File: src/rtl/hazard_pkg.sv
// hazard_pkg: shared types for the hazard/forwarding controller.
//   fwd_sel_e  : forward-mux select encoding for one operand port.
//   hz_state_e : controller FSM state (RUN / MC_WAIT).
package hazard_pkg;

  typedef enum logic [1:0] {
    FWD_RF  = 2'b00,  // operand from register file
    FWD_WB  = 2'b01,  // operand from WB-stage result
    FWD_MEM = 2'b10   // operand from MEM-stage ALU result
  } fwd_sel_e;

  typedef enum logic [0:0] {
    RUN     = 1'b0,
    MC_WAIT = 1'b1
  } hz_state_e;

endpackage

File: src/rtl/hazard_forward_ctrl_fwd_sel_unit.sv
// fwd_sel_unit: forward-select decision for a single EX source-operand port.
// Ports:
//   ex_rs        in  REG_AW  source register read by the EX instruction
//   mem_rd       in  REG_AW  destination of the MEM instruction
//   mem_regwrite in  1       MEM instruction writes mem_rd
//   wb_rd        in  REG_AW  destination of the WB instruction
//   wb_regwrite  in  1       WB instruction writes wb_rd
//   sel          out 2       fwd_sel_e encoding (MEM beats WB, x0 never forwarded)
module fwd_sel_unit
  import hazard_pkg::*;
#(
  parameter int REG_AW = 5
) (
  input  logic [REG_AW-1:0] ex_rs,
  input  logic [REG_AW-1:0] mem_rd,
  input  logic              mem_regwrite,
  input  logic [REG_AW-1:0] wb_rd,
  input  logic              wb_regwrite,
  output logic [1:0]        sel
);

  logic mem_hit;
  logic wb_hit;

  // Register x0 is hard-wired zero, so a "write" to it must never be forwarded.
  assign mem_hit = mem_regwrite && (mem_rd != '0) && (mem_rd == ex_rs);
  assign wb_hit  = wb_regwrite  && (wb_rd  != '0) && (wb_rd  == ex_rs);

  // MEM holds the younger result, so it takes priority over WB.
  always_comb begin
    if (mem_hit) begin
      sel = FWD_MEM;
    end else if (wb_hit) begin
      sel = FWD_WB;
    end else begin
      sel = FWD_RF;
    end
  end

endmodule

File: src/rtl/hazard_forward_ctrl.sv
// hazard_forward_ctrl: hazard/forwarding controller for a 5-stage pipeline.
// Generates forward-mux selects for NUM_RS operand ports, load-use stalls,
// taken-branch flushes, and a RUN/MC_WAIT FSM that freezes the front end while a
// variable-latency EX op runs, with a watchdog that aborts it after MC_TIMEOUT cycles.
// Ports:
//   clk, reset (sync, active-high)
//   id_rs/id_rs_used, ex_rs/ex_rd/ex_regwrite/ex_memread/ex_mc_start  ID/EX stage info
//   mc_done                          multi-cycle unit result ready (pulse)
//   mem_rd/mem_regwrite, wb_rd/wb_regwrite  producer info for forwarding
//   branch_taken                     taken branch resolved in MEM
//   fwd_sel                          per-port 2-bit forward select
//   pc_write, if_id_write, id_ex_write   stage write enables
//   id_ex_bubble, ex_mem_bubble      insert zeroed controls
//   flush_if_id, flush_id_ex, flush_ex_mem  squash stage registers
//   mc_abort (pulse), mc_timeout (sticky until reset)
// Optional macro HAZARD_PERF_EN adds perf_stall_cnt / perf_flush_cnt (CNT_W, saturating).
module hazard_forward_ctrl
  import hazard_pkg::*;
#(
  parameter int REG_AW     = 5,
  parameter int NUM_RS     = 2,
  parameter int MC_TIMEOUT = 64,
  parameter int CNT_W      = 32
) (
  input  logic                     clk,
  input  logic                     reset,
  input  logic [NUM_RS*REG_AW-1:0] id_rs,
  input  logic [NUM_RS-1:0]        id_rs_used,
  input  logic [NUM_RS*REG_AW-1:0] ex_rs,
  input  logic [REG_AW-1:0]        ex_rd,
  input  logic                     ex_regwrite,
  input  logic                     ex_memread,
  input  logic                     ex_mc_start,
  input  logic                     mc_done,
  input  logic [REG_AW-1:0]        mem_rd,
  input  logic                     mem_regwrite,
  input  logic [REG_AW-1:0]        wb_rd,
  input  logic                     wb_regwrite,
  input  logic                     branch_taken,
  output logic [NUM_RS*2-1:0]      fwd_sel,
  output logic                     pc_write,
  output logic                     if_id_write,
  output logic                     id_ex_write,
  output logic                     id_ex_bubble,
  output logic                     ex_mem_bubble,
  output logic                     flush_if_id,
  output logic                     flush_id_ex,
  output logic                     flush_ex_mem,
  output logic                     mc_abort,
`ifdef HAZARD_PERF_EN
  output logic [CNT_W-1:0]         perf_stall_cnt,
  output logic [CNT_W-1:0]         perf_flush_cnt,
`endif
  output logic                     mc_timeout
);

  localparam int TW = (MC_TIMEOUT > 2) ? $clog2(MC_TIMEOUT) : 1;
  localparam logic [TW-1:0] TIMER_LAST = TW'(MC_TIMEOUT - 1);

  if (MC_TIMEOUT < 2 || CNT_W < 1) begin : g_bad_param
    $error("hazard_forward_ctrl: MC_TIMEOUT must be >= 2 and CNT_W >= 1");
  end

  // ex_regwrite is informational here: a load always writes rd, and forwarding
  // is keyed on the MEM/WB write enables, not the EX one.
  logic unused_ex_regwrite;
  assign unused_ex_regwrite = ex_regwrite;

  // ---------------- forwarding ----------------
  logic [NUM_RS*2-1:0] fwd_raw;

  for (genvar gi = 0; gi < NUM_RS; gi++) begin : g_fwd
    fwd_sel_unit #(.REG_AW(REG_AW)) u_fwd (
      .ex_rs        (ex_rs[gi*REG_AW +: REG_AW]),
      .mem_rd       (mem_rd),
      .mem_regwrite (mem_regwrite),
      .wb_rd        (wb_rd),
      .wb_regwrite  (wb_regwrite),
      .sel          (fwd_raw[gi*2 +: 2])
    );
  end

  assign fwd_sel = reset ? '0 : fwd_raw;

  // ---------------- load-use detection ----------------
  logic [NUM_RS-1:0] lu_hit;
  logic              load_use;

  for (genvar gi = 0; gi < NUM_RS; gi++) begin : g_lu
    assign lu_hit[gi] = id_rs_used[gi] && (id_rs[gi*REG_AW +: REG_AW] == ex_rd);
  end

  assign load_use = ex_memread && (ex_rd != '0) && (|lu_hit);

  // ---------------- control FSM ----------------
  hz_state_e       state_reg, state_next;
  logic [TW-1:0]   timer_reg, timer_next;
  logic            mc_timeout_reg, mc_timeout_next;

  always_comb begin
    pc_write        = 1'b1;
    if_id_write     = 1'b1;
    id_ex_write     = 1'b1;
    id_ex_bubble    = 1'b0;
    ex_mem_bubble   = 1'b0;
    flush_if_id     = 1'b0;
    flush_id_ex     = 1'b0;
    flush_ex_mem    = 1'b0;
    mc_abort        = 1'b0;
    state_next      = state_reg;
    timer_next      = timer_reg;
    mc_timeout_next = mc_timeout_reg;

    if (!reset) begin
      case (state_reg)
        RUN: begin
          if (branch_taken) begin
            // Wrong-path instructions are squashed; a multi-cycle op in EX is
            // on the wrong path too, so it is cancelled instead of started.
            flush_if_id  = 1'b1;
            flush_id_ex  = 1'b1;
            flush_ex_mem = 1'b1;
            mc_abort     = ex_mc_start;
          end else begin
            if (load_use) begin
              pc_write     = 1'b0;
              if_id_write  = 1'b0;
              id_ex_bubble = 1'b1;
            end
            if (ex_mc_start) begin
              state_next = MC_WAIT;
              timer_next = '0;
            end
          end
        end
        MC_WAIT: begin
          pc_write      = 1'b0;
          if_id_write   = 1'b0;
          id_ex_write   = 1'b0;
          ex_mem_bubble = 1'b1;
          timer_next    = timer_reg + 1'b1;
          if (mc_done) begin
            // Result ready: let the op and everything behind it advance.
            pc_write      = 1'b1;
            if_id_write   = 1'b1;
            id_ex_write   = 1'b1;
            ex_mem_bubble = 1'b0;
            state_next    = RUN;
          end else if (timer_reg == TIMER_LAST) begin
            mc_abort        = 1'b1;
            mc_timeout_next = 1'b1;
            flush_id_ex     = 1'b1;
            state_next      = RUN;
          end
        end
        default: state_next = RUN;
      endcase
    end
  end

  always_ff @(posedge clk) begin
    if (reset) begin
      state_reg      <= RUN;
      timer_reg      <= '0;
      mc_timeout_reg <= 1'b0;
    end else begin
      state_reg      <= state_next;
      timer_reg      <= timer_next;
      mc_timeout_reg <= mc_timeout_next;
    end
  end

  assign mc_timeout = mc_timeout_reg && !reset;

`ifdef HAZARD_PERF_EN
  logic [CNT_W-1:0] stall_cnt_reg;
  logic [CNT_W-1:0] flush_cnt_reg;

  always_ff @(posedge clk) begin
    if (reset) begin
      stall_cnt_reg <= '0;
      flush_cnt_reg <= '0;
    end else begin
      if (!pc_write && (stall_cnt_reg != '1)) stall_cnt_reg <= stall_cnt_reg + 1'b1;
      if (branch_taken && (flush_cnt_reg != '1)) flush_cnt_reg <= flush_cnt_reg + 1'b1;
    end
  end

  assign perf_stall_cnt = stall_cnt_reg;
  assign perf_flush_cnt = flush_cnt_reg;
`endif

`ifndef SYNTHESIS
  // EX/MEM only holds bubbles while waiting, so no branch can resolve then.
  a_no_branch_in_wait: assert property (@(posedge clk) disable iff (reset)
    !(state_reg == MC_WAIT && branch_taken));
`endif

endmodule

File: config.mk
export PLATFORM = sky130hd
export DESIGN_NAME = hazard_forward_ctrl
export DESIGN_NICKNAME = d
export VERILOG_FILES = /design/src/rtl/hazard_pkg.sv /design/src/rtl/hazard_forward_ctrl_fwd_sel_unit.sv /design/src/rtl/hazard_forward_ctrl.sv
export SDC_FILE = /design/constraint.sdc
export NUM_CORES = 1
export LEC_CHECK = 0
export CORE_ASPECT_RATIO = 1.25
export CORE_MARGIN = 8
export CORE_UTILIZATION = 35
export DETAILED_ROUTE_END_ITERATION = 7
export PLACE_DENSITY = 0.81
export SYNTH_ARGS = -nofsm -noshare
export SYNTH_HDL_FRONTEND = slang
export SYNTH_SLANG_ARGS = --single-unit
export TNS_END_PERCENT = 30
File: constraint.sdc
create_clock -name clk -period 1.8 [get_ports clk]
set_input_delay 0.27 -clock clk [delete_from_list [all_inputs] [get_ports clk]]
set_output_delay 0.27 -clock clk [all_outputs]
set_load 0.005 [all_outputs]
==> impl_metrics.ini <==
[outcome]
status = finished, violations left
violations = setup timing

[sta]
slew_headroom = 0.7836
final.setup.tns_ns = -0.2526
worst_slew_pin_slew_ns = 0.3201
final-setup-viol-count = 6
drv_slew = 0
hold_viol = 0
min_period_over_period = 1.069
worst_clock_skew_ns = 0.003761
rsz0062_at_grt = true
fin_ws_ns = -0.1246
timing.fmax_mhz = 519.6
layout_min_cycle_time_ns = 1.925

[min_path]
hp-class = in -> reg
hp-start = reset
min_path_cells = 3

[clock_tree]
cts_tree = yes
cts_root_buffer = clkbuf_4
cts_hold_buffers = 0
clock_sinks = 8
clkSlewWorstSetupHoldPaths_ns = 0.05
cts_made_buffers = 3
htree_levels = 1
cts_buffer_depth = 2
worstSkewPairLatency_ns = 0.26

[power]
p_leak_nw = 0.7815
vdd_drop_max_v = 0.0002822
power.density_nw_per_um2 = 335.6

[run]
maxCapViolCount = 0

[cells_and_area]
largest_reg_flops = 6
antenna_cells = 0
drive_above_1_share = 0.3865
area_growth_pct = 116.6
fin_nets = 256
final_cell_area_sq_um = 1846

[synthesis]
synthMostInstantiatedCell = xnor2_1
synth_cells = 108
yosys.area.top_type = xnor2_1
syn-num-nets = 155
synth-edff-count = 0
synthFlopType = dfxtp_1
synth_top_area_share = 0.2056
synth-seq-area-share = 0.1880
synth_seq_cells = 8
synth.distinct_cells = 33
ys_warn_count = 0
netlist_top_cells_count = xnor2_1, xor2_1, dfxtp_1
yosys-top-cells-area = xnor2_1, dfxtp_1, xor2_1
async_flop_share = 0
synth_area_sq_um = 852.1
synth_area_per_cell_sq_um = 7.890

[routing]
finalWirelength_microns = 3662
firstDrtPassIters = 4
num_vias = 1200
vias_per_cell = 5.000
drc_errors = 0
ant_nets = 0
drt-initial-drc-count = 26
avgRoutedWirePerCell_microns = 15.26

[setup_path]
worstPathArrival_ns = 1.65
critical_path.startpoint = mem_rd[3]
worstPathMaxFanout = 2
critPathKind = in -> out
r2r_cells = 12
r2r_start = timer_reg[0]$_SDFFE_PP0P_
worstPathRequired_ns = 1.53
startpoint_type = input port
end_kind = primary output
rrSetupSlack_ns = -0.02

[global_routing]
gr-total-overflow = 0
gr-usage-all-layers = 0.1781
grt_pass1_vias = 1350
antenna_found_initial = 0
grt_max_degree = 14
grt_first_pass_wirelength_microns = 5975

[die]
fp.dieW_microns = 60.13
start_util = 0.3584
dieArea_sq_um = 4279
die_y_microns = 71.17
pin_count = 60
row_count = 20
coreArea_sq_um = 2377

[placement]
place_congestion = 0.7883
dp_hpwl_microns = 2844
placed_cell_area_sq_um = 1677
io_buffers = 58
where the power goes:
part / switching, mW / internal (mW)
registers: 0.00286 / 0.181
logic: 0.117 / 0.180
clock network: 0.0619 / 0.0763
cells by family after synthesis:
| kind of cell | after synthesis | synth area share |
|---|---|---|
| AO/OA/AOI/OAI | 15 | 0.1072 |
| XOR/XNOR | 30 | 0.3084 |
| adder cells (fa/ha/maj) | 1 | 0.01468 |
| buffers and inverters | 6 | 0.03524 |
| flip-flops | 8 | 0.1880 |
| multiplexers | 1 | 0.01175 |
| AND/OR/NAND/NOR | 47 | 0.3348 |
per-layer routing:
layer  vias up  share of wire  track usage
li1        582              -            -
met1       555           0.32       0.1546
met2        49           0.58       0.3595
met3        14          0.055      0.04719
met4         0          0.037      0.05851
met5         -              0            0
area by class of cell:
cell class	count	area, sq um
fill	158	531.8
tap	33	41.29
inverter	2	7.507
sequential	8	163.9
timing repair buffer	100	872.1
multi-input combinational	94	738.2
clock buffer	3	22.52
what timing repair did:
action                     in CTS  in global routing
setup endpoints to repair      14                 11
cloned                          0                  0
buffers inserted               12                  1
resized for setup              98                 14
pin swaps                      15                  6
critical path, cell delays in order:
cell	delay (ns)
buf_6	0.09
or4_4	0.54
o21ai_4	0.16
buf_6	0.13
nor3_2	0.04
nor4_2	0.26
buf_2	0.16
stage by stage:
| stage | hold slack [ns] | setup slack [ns] | std cells | total power [mW] | utilization |
|---|---|---|---|---|---|
| after floorplan | 0.4659 | 0.1913 | 108 | 0.2821 | - |
| after global placement | 0.4887 | -0.7633 | 225 | 0.4661 | 0.7053 |
| after detailed placement | 0.5048 | -0.8053 | 225 | 0.4769 | 0.7053 |
| after CTS | 0.3422 | -0.1067 | 239 | 0.6147 | 0.7705 |
| after global routing | 0.3394 | -0.1549 | 240 | 0.6597 | 0.7763 |
| final | 0.3435 | -0.1246 | 240 | 0.6194 | 0.7763 |
worst paths after layout:
check                                      to
hold / removal           state_reg$_SDFF_PP0_
hold reg to reg     timer_reg[4]$_SDFFE_PP0P_
setup reg to reg  mc_timeout_reg$_SDFFE_PP0P_
setup / recovery                   fwd_sel[2]
placed cells by master (no fill, tap or decap), drive strengths merged, types with 5 or more instances in the layout:
cell           count
buf               52
nor2b              5
a21oi              5
clkdlybuf4s50     22
clkbuf             5
xor2              10
xnor2             20
dfxtp              8
clkdlybuf4s15     10
dlygate4sd2       13
nand2              7
Power figures use the tool's default switching activity.
